[src/rtl/lifo_stack_ctrl_pkg.sv]
// -----------------------------------------------------------------------------
// lifo_stack_ctrl_pkg
// Shared definitions for the LIFO stack controller: command encodings, the
// default geometry and the fixed 3-bit count type.
// No ports (package).
// -----------------------------------------------------------------------------
package lifo_stack_ctrl_pkg;

    localparam int LIFO_WIDTH_DEF = 4;
    localparam int LIFO_DEPTH_DEF = 4;

    // Command field W; the remaining codes (2'b10, 2'b11) are no-ops.
    localparam logic [1:0] CMD_PUSH = 2'b00;
    localparam logic [1:0] CMD_POP  = 2'b01;

    // The stack count is always carried in 3 bits regardless of DEPTH.
    typedef logic [2:0] count_t;

endpackage

[src/rtl/lifo_stack_ctrl_next_count.sv]
// -----------------------------------------------------------------------------
// stack_next_count
// Purely combinational next-count logic for the LIFO stack controller.
// Ports:
//   y      in  3  current registered count
//   w      in  2  command (push / pop / no-op)
//   go     in  1  command strobe
//   next_y out 3  count to be registered on the next edge
// -----------------------------------------------------------------------------
module stack_next_count
    import lifo_stack_ctrl_pkg::*;
#(
    parameter int DEPTH = LIFO_DEPTH_DEF
) (
    input  logic [2:0] y,
    input  logic [1:0] w,
    input  logic       go,
    output logic [2:0] next_y
);

    localparam logic [2:0] DEPTH_C = 3'(DEPTH);

    always_comb begin
        next_y = y;
        // Codes above DEPTH cannot be reached in normal operation; if one
        // ever appears, recover to an empty stack.
        if (y > DEPTH_C) begin
            next_y = 3'd0;
        end else if (go && (w == CMD_PUSH) && (y < DEPTH_C)) begin
            next_y = y + 3'd1;
        end else if (go && (w == CMD_POP) && (y != 3'd0)) begin
            next_y = y - 3'd1;
        end
    end

endmodule

[src/rtl/lifo_stack_ctrl.sv]
// -----------------------------------------------------------------------------
// lifo_stack_ctrl
// Small LIFO stack with a registered count and a registered top-of-stack
// value. Commands are accepted only when Go is high; illegal pushes/pops
// leave the stack untouched and raise a one-cycle error pulse.
// Ports:
//   Clock     in  1      single clock, rising edge
//   Reset     in  1      synchronous active-high reset
//   Go        in  1      command strobe
//   W         in  2      command: 00 push, 01 pop, 1x no-op
//   Din       in  WIDTH  data written on push
//   Y         out 3      registered entry count 0..DEPTH
//   Top       out WIDTH  registered top entry, 0 when empty
//   Full      out 1      Y == DEPTH
//   Empty     out 1      Y == 0
//   Overflow  out 1      one-cycle pulse after a push while full
//   Underflow out 1      one-cycle pulse after a pop while empty
// -----------------------------------------------------------------------------
module lifo_stack_ctrl
    import lifo_stack_ctrl_pkg::*;
#(
    parameter int WIDTH = LIFO_WIDTH_DEF,
    parameter int DEPTH = LIFO_DEPTH_DEF
) (
    input  logic             Clock,
    input  logic             Reset,
    input  logic             Go,
    input  logic [1:0]       W,
    input  logic [WIDTH-1:0] Din,
    output logic [2:0]       Y,
    output logic [WIDTH-1:0] Top,
    output logic             Full,
    output logic             Empty,
    output logic             Overflow,
    output logic             Underflow
);

    localparam int         AW      = (DEPTH > 1) ? $clog2(DEPTH) : 1;
    localparam logic [2:0] DEPTH_C = 3'(DEPTH);

    logic [WIDTH-1:0] mem [DEPTH];
    count_t           next_y;
    logic             do_push;
    logic             do_pop;
    logic [AW-1:0]    wr_idx;
    logic [AW-1:0]    below_idx;

    stack_next_count #(
        .DEPTH (DEPTH)
    ) u_next_count (
        .y      (Y),
        .w      (W),
        .go     (Go),
        .next_y (next_y)
    );

    assign Full  = (Y == DEPTH_C);
    assign Empty = (Y == 3'd0);

    assign do_push = Go && (W == CMD_PUSH) && (Y < DEPTH_C);
    assign do_pop  = Go && (W == CMD_POP) && (Y != 3'd0) && (Y <= DEPTH_C);

    // Push writes slot Y; after a pop the new top is the entry just below
    // the one being removed, i.e. slot Y-2 (only meaningful when Y >= 2).
    assign wr_idx    = AW'(Y);
    assign below_idx = AW'(Y - 3'd2);

    // Storage is never reset; popped slots keep stale data that is simply
    // no longer reachable through Top.
    always_ff @(posedge Clock) begin
        if (!Reset && do_push) begin
            mem[wr_idx] <= Din;
        end
    end

    always_ff @(posedge Clock) begin
        if (Reset) begin
            Y         <= 3'd0;
            Top       <= '0;
            Overflow  <= 1'b0;
            Underflow <= 1'b0;
        end else begin
            Y         <= next_y;
            Overflow  <= Go && (W == CMD_PUSH) && (Y == DEPTH_C);
            Underflow <= Go && (W == CMD_POP) && (Y == 3'd0);
            if (Y > DEPTH_C) begin
                Top <= '0;
            end else if (do_push) begin
                Top <= Din;
            end else if (do_pop) begin
                Top <= (Y == 3'd1) ? '0 : mem[below_idx];
            end
        end
    end

endmodule

[config.mk]
export PLATFORM = sky130hd
export DESIGN_NAME = lifo_stack_ctrl
export DESIGN_NICKNAME = d
export VERILOG_FILES = /design/src/rtl/lifo_stack_ctrl_pkg.sv /design/src/rtl/lifo_stack_ctrl_next_count.sv /design/src/rtl/lifo_stack_ctrl.sv
export SDC_FILE = /design/constraint.sdc
export NUM_CORES = 1
export LEC_CHECK = 0
export CORE_ASPECT_RATIO = 0.6
export CORE_MARGIN = 2
export CORE_UTILIZATION = 51
export DETAILED_ROUTE_END_ITERATION = 12
export PLACE_DENSITY = 0.84
export SYNTH_ARGS = -nofsm -noshare
export SYNTH_HDL_FRONTEND = slang
export SYNTH_HIERARCHICAL = 1
export SYNTH_SLANG_ARGS = --single-unit
[constraint.sdc]
create_clock -name Clock -period 2.1 [get_ports Clock]
set_input_delay 0.42 -clock Clock [delete_from_list [all_inputs] [get_ports Clock]]
set_output_delay 0.42 -clock Clock [all_outputs]
set_load 0.02 [all_outputs]
# Word level (Yosys, flattened, before mapping)
# Memories as Yosys holds them, arrays and structs flattened.
# Cells that the tools add are included.
# word_totals
reg_bits	9
latchBits	0
ram_bits	16
romBits	0
in_bits	9
out_inout_bits	11
elab_cells	36
memories	1
# mem_list
name	words	word_bits	rd	rd_clocked_by_memory_dff	wr	line	text
mem	4	4	1	0	1	lifo_stack_ctrl.sv:41	logic [WIDTH-1:0] mem [DEPTH];
# classes
n_addsub	3
mul	0
div_mod_pow	0
order_cmp	3
n_eq_ne	3
shift	0
mux	7
n_bitwise	0
reduce_logical	15
# op_table
operator	n
$mux W4	3
$logic_and A1 B1 Y1	8
$mux W3	2
$reduce_bool A2 Y1	2
$add A3 B1 Y3 const B	1
$eq A3 B1 Y1 const B	1
$eq A3 B3 Y1 const B	1
$gt A3 B3 Y1 const B	1
$le A3 B3 Y1 const B	1
$logic_not A3 Y1	1
$lt A3 B3 Y1 const B	1
$reduce_bool A3 Y1	1
$sub A3 B1 Y3 const B	1
$eq A2 B1 Y1 const B	1
$logic_not A2 Y1	1
$mux W1	2
$reduce_or A2 Y1	1
$sub A2 B2 Y2 const B	1
$logic_not A1 Y1	1

# Longest topological paths before layout
# logic_depth
depth_word	6
ltp_mapped	7

# Hierarchy
# Netlist, hierarchy kept.
# modules_own_cells
mod	instances	cells_each	area_each_um2	seq_area_each_um2
lifo_stack_ctrl	1	69	1021.0	660.6
stack_next_count	1	19	190.2	0.0

# Worst setup path before layout
# OpenSTA, ideal clock, no wires.
# synth_path
kind	register -> register
start	register Y[0]
end	register Y[1]
t_arrival_ns	1.876
required_ns	2.035
setup_slack_ns	0.159
path_stages_with_launch	8
period_less_slack_ns	1.941
cell_sequence	dfxtp_1 > inv_1 > ha_1 > ha_1 > and4bb_4 > mux2_4 > o31ai_4 > nor2b_1
# synth_via
elab_chain_len	3
# synth_lines
element	line	text
start: declaration	lifo_stack_ctrl.sv:30	output logic [2:0] Y,
start signal: assignment	lifo_stack_ctrl.sv:83	Y <= next_y;
$sub A3 B1 Y3, or another cell as far along	lifo_stack_ctrl_next_count.sv:32	next_y = y - 3'd1;
$mux W3, or another cell as far along	lifo_stack_ctrl_next_count.sv:31	end else if (go && (w == CMD_POP) && (y != 3'd0)) begin
$mux W3 / $reduce_bool A2 Y1 (equally long branches)	--	
# Parallel ways exist; a longest one is shown, timed or not. The select of a mux whose other input is x is not followed.
# A chain may end at the register's enable or synchronous reset.

# Final worst setup path
# layout_path
start	register Y[1]
end	register Y[1]
# The elaborated chain is that of the path after synthesis.

==> results.yml <==
global_routing:
  vias_in_the_first_global_route: 861
  antenna_found_initial: 0
  grt_first_pass_wirelength_mm: 4.41
  track_usage: 0.226
  global_route.overflow_total: 0
  pin_count_of_the_biggest_net_entering_global_routing: 15
timing:
  final-max-slew-violation-count: 0
  tcrit_tclk_final: 0.932
  fin_worst_skew_ps: 10.4
  final_setup_violations: 0
  slew_headroom: 0.703
  final-hold-violation-count: 0
  time_the_worst_path_needs_with_i_o_delays_and_setup_ps: 1960
  max_slew.worst_pin.slew_ps: 444
  timing.setup.tns_ps: 0
  setup_repair_after_global_routing_missed_its_margin: "no"
  max_freq_ghz: 0.511
routing:
  postRouteAntennaNets: 0
  drt_iter0_markers: 76
  drcViolationCount: 0
  firstDrtPassIters: 6
  routed_via_density: 5.73
  wl_mm: 2.84
  wire_per_inst_um: 18.6
  dr_total_vias: 876
power_and_ir_drop:
  power_leakage_nw: 0.611
  ir_drop_mv: 0.392
  sum_of_internal_switching_and_leakage_power_uw: 974
  cellPowerDensity_nw_per_um2: 615
floorplanning:
  boundaryPins: 20
  placement_rows: 13
  core-area_sq_um: 2210
  chipWidth_um: 66.9
  initial_core_util: 0.548
  die_height_um: 41.7
  design.die.area_sq_um: 2790
synthesis:
  syn_nets: 101
  netlist-cell-type-count: 28
  register_bit_total_from_synthesis: 25
  synth_enable_flop_cells: 16
  synth_sequential_area_ratio: 0.545
  post_synth_main_area_contributors: "edfxtp_1 40%, dfxtp_1 15%, mux4_2 7.4%"
  synth.top_cell.area_share: 0.397
  netlist_top_cells_count: "16 x edfxtp_1, 9 x dfxtp_1, 7 x nand2_1"
  synthDominantAreaCellType: "edfxtp_1"
  synth-warning-count: 6
  asyncSetResetFlopFracSynth: 0
  postSynthCellCount: 88
  syn_avg_cell_area_sq_um: 13.8
  synth.most_common_cell: "edfxtp_1"
  post_synth_design_cell_area_sq_um: 1210
  postSynth.topFlopCell: "edfxtp_1"
place:
  dp.cells: 149
  detailed_place_hpwl_mm: 2.16
  io_buffers: 19
  place_congestion: 0.822
final_layout:
  layout.filler_cells: 149
  multiInputGateArea_sq_um: 518
  diodes: 0
  fraction_of_layout_instances_using_a_drive_strength_above_1: 0.260
  seq_area_sq_um: 662
  area.growth.synth_to_final_pct: 30.7
  fin_cells: 153
  nets: 137
clocking:
  tritoncts: "yes"
  maximum_count_of_clock_buffers_along_a_single_path: 2
  numCtsBuffers: 3
  worstSkewPairLatency_ps: 270
  clock_sink_count: 25
  htree_levels: 1
  cts_root_buffer: "clkbuf_8"
  cts_hold_buf: 0
  clock_pin_slew_of_the_registers_on_the_worst_case_setup_and_hold_paths_ps: 80
flow_run:
  drv.max_cap_violation_count: 0
critical_path:
  timing.critical_path.arrival_ps: 2150
  crit_path_max_fo: 6
  worst_ep_required_time_ps: 2300
  crit_path_end_kind: "flip-flop"
  critPathKind: "reg2reg"
  worstSetupStartpointType: "flip-flop"
outcome:
  status: "finished, final reports clean"
min_path:
  worstHoldPathType: "reg2reg"
-- critical path, stage by stage, from the launching register on --
cell,delay (ps)
dfxtp_2,380
inv_1,70
ha_1,210
ha_1,220
and4bb_4,360
mux2_4,320
o31ai_4,170
nor2b_1,160
-- path summary, 6_finish.rpt --
check / startpoint / endpoint / slack, ps / cells after the start
setup / recovery: Y[1] / Y[1] / 140 / 7
hold / removal: Top[2] / Top[2] / 490 / 2
setup reg to reg: Y[1] / Y[1] / 140 / 7
hold reg to reg: Top[2] / Top[2] / 490 / 2
-- cell usage in the layout, fill, tap and decap left out, drive strengths merged, types with 2 or more instances in the layout --
master,count
ha,4
nor2b,3
nand2,7
nand2b,2
buf,14
mux2,2
edfxtp,16
nor3b,4
nand3,4
clkdlybuf4s50,17
a32oi,4
clkbuf,3
nor3,4
or3b,2
nor2,3
mux4,4
o21a,2
inv,6
dfxtp,9
-- metal layers --
metal / global-route usage / share of wire / vias up
met5: 0 / 0 / -
met4: 0.0816 / 0.018 / 0
met3: 0.0542 / 0.079 / 6
met2: 0.380 / 0.51 / 44
met1: 0.284 / 0.39 / 426
li1: - / - / 400
-- registers in the layout (all words and copies together) (netlist names) --
signal	cells
Y	3
Top	4
mem	16
Underflow	1
Overflow	1
-- metrics by stage --
stage                      util  setup slack (ps)  hold WS [ps]  area, sq um
after floorplan               -               159           492         1210
after global placement    0.693             -14.4           472         1530
after detailed placement  0.693             -61.4           477         1530
after CTS                 0.714              62.7           496         1580
after global routing      0.715              35.9           539         1580
final                     0.715               143           494         1580
-- repair_timing --
item | in CTS | in global routing
buffers inserted | 0 | 0
gates resized for setup | 1 | 2
setup endpoints to repair | 1 | 2
-- report_power, final --
group / total [mW] / switching (mW) / leakage (nW) / internal [mW]
sequential: 0.536 / 0.00551 / 0.218 / 0.531
clock: 0.281 / 0.148 / 0.0255 / 0.133
combinational: 0.157 / 0.0777 / 0.368 / 0.0790
-- cell type report --
type,instances,share of cell area
well taps,30,0.0237
repair buffers,33,0.187
flip-flops and latches,25,0.418
inverters,6,0.0142
clock buffers,3,0.0261
clock inverters,1,0.00316
multi-input cells,55,0.327
-- logic make-up after synthesis --
group           Yosys count  share of synthesized area
compound gates            9                     0.0795
fa+ha+maj                 4                     0.0413
simple gates             35                      0.199
buf+inv                   8                     0.0269
flops                    25                      0.545
mux                       7                      0.107
Power figures use the tool's default switching activity.
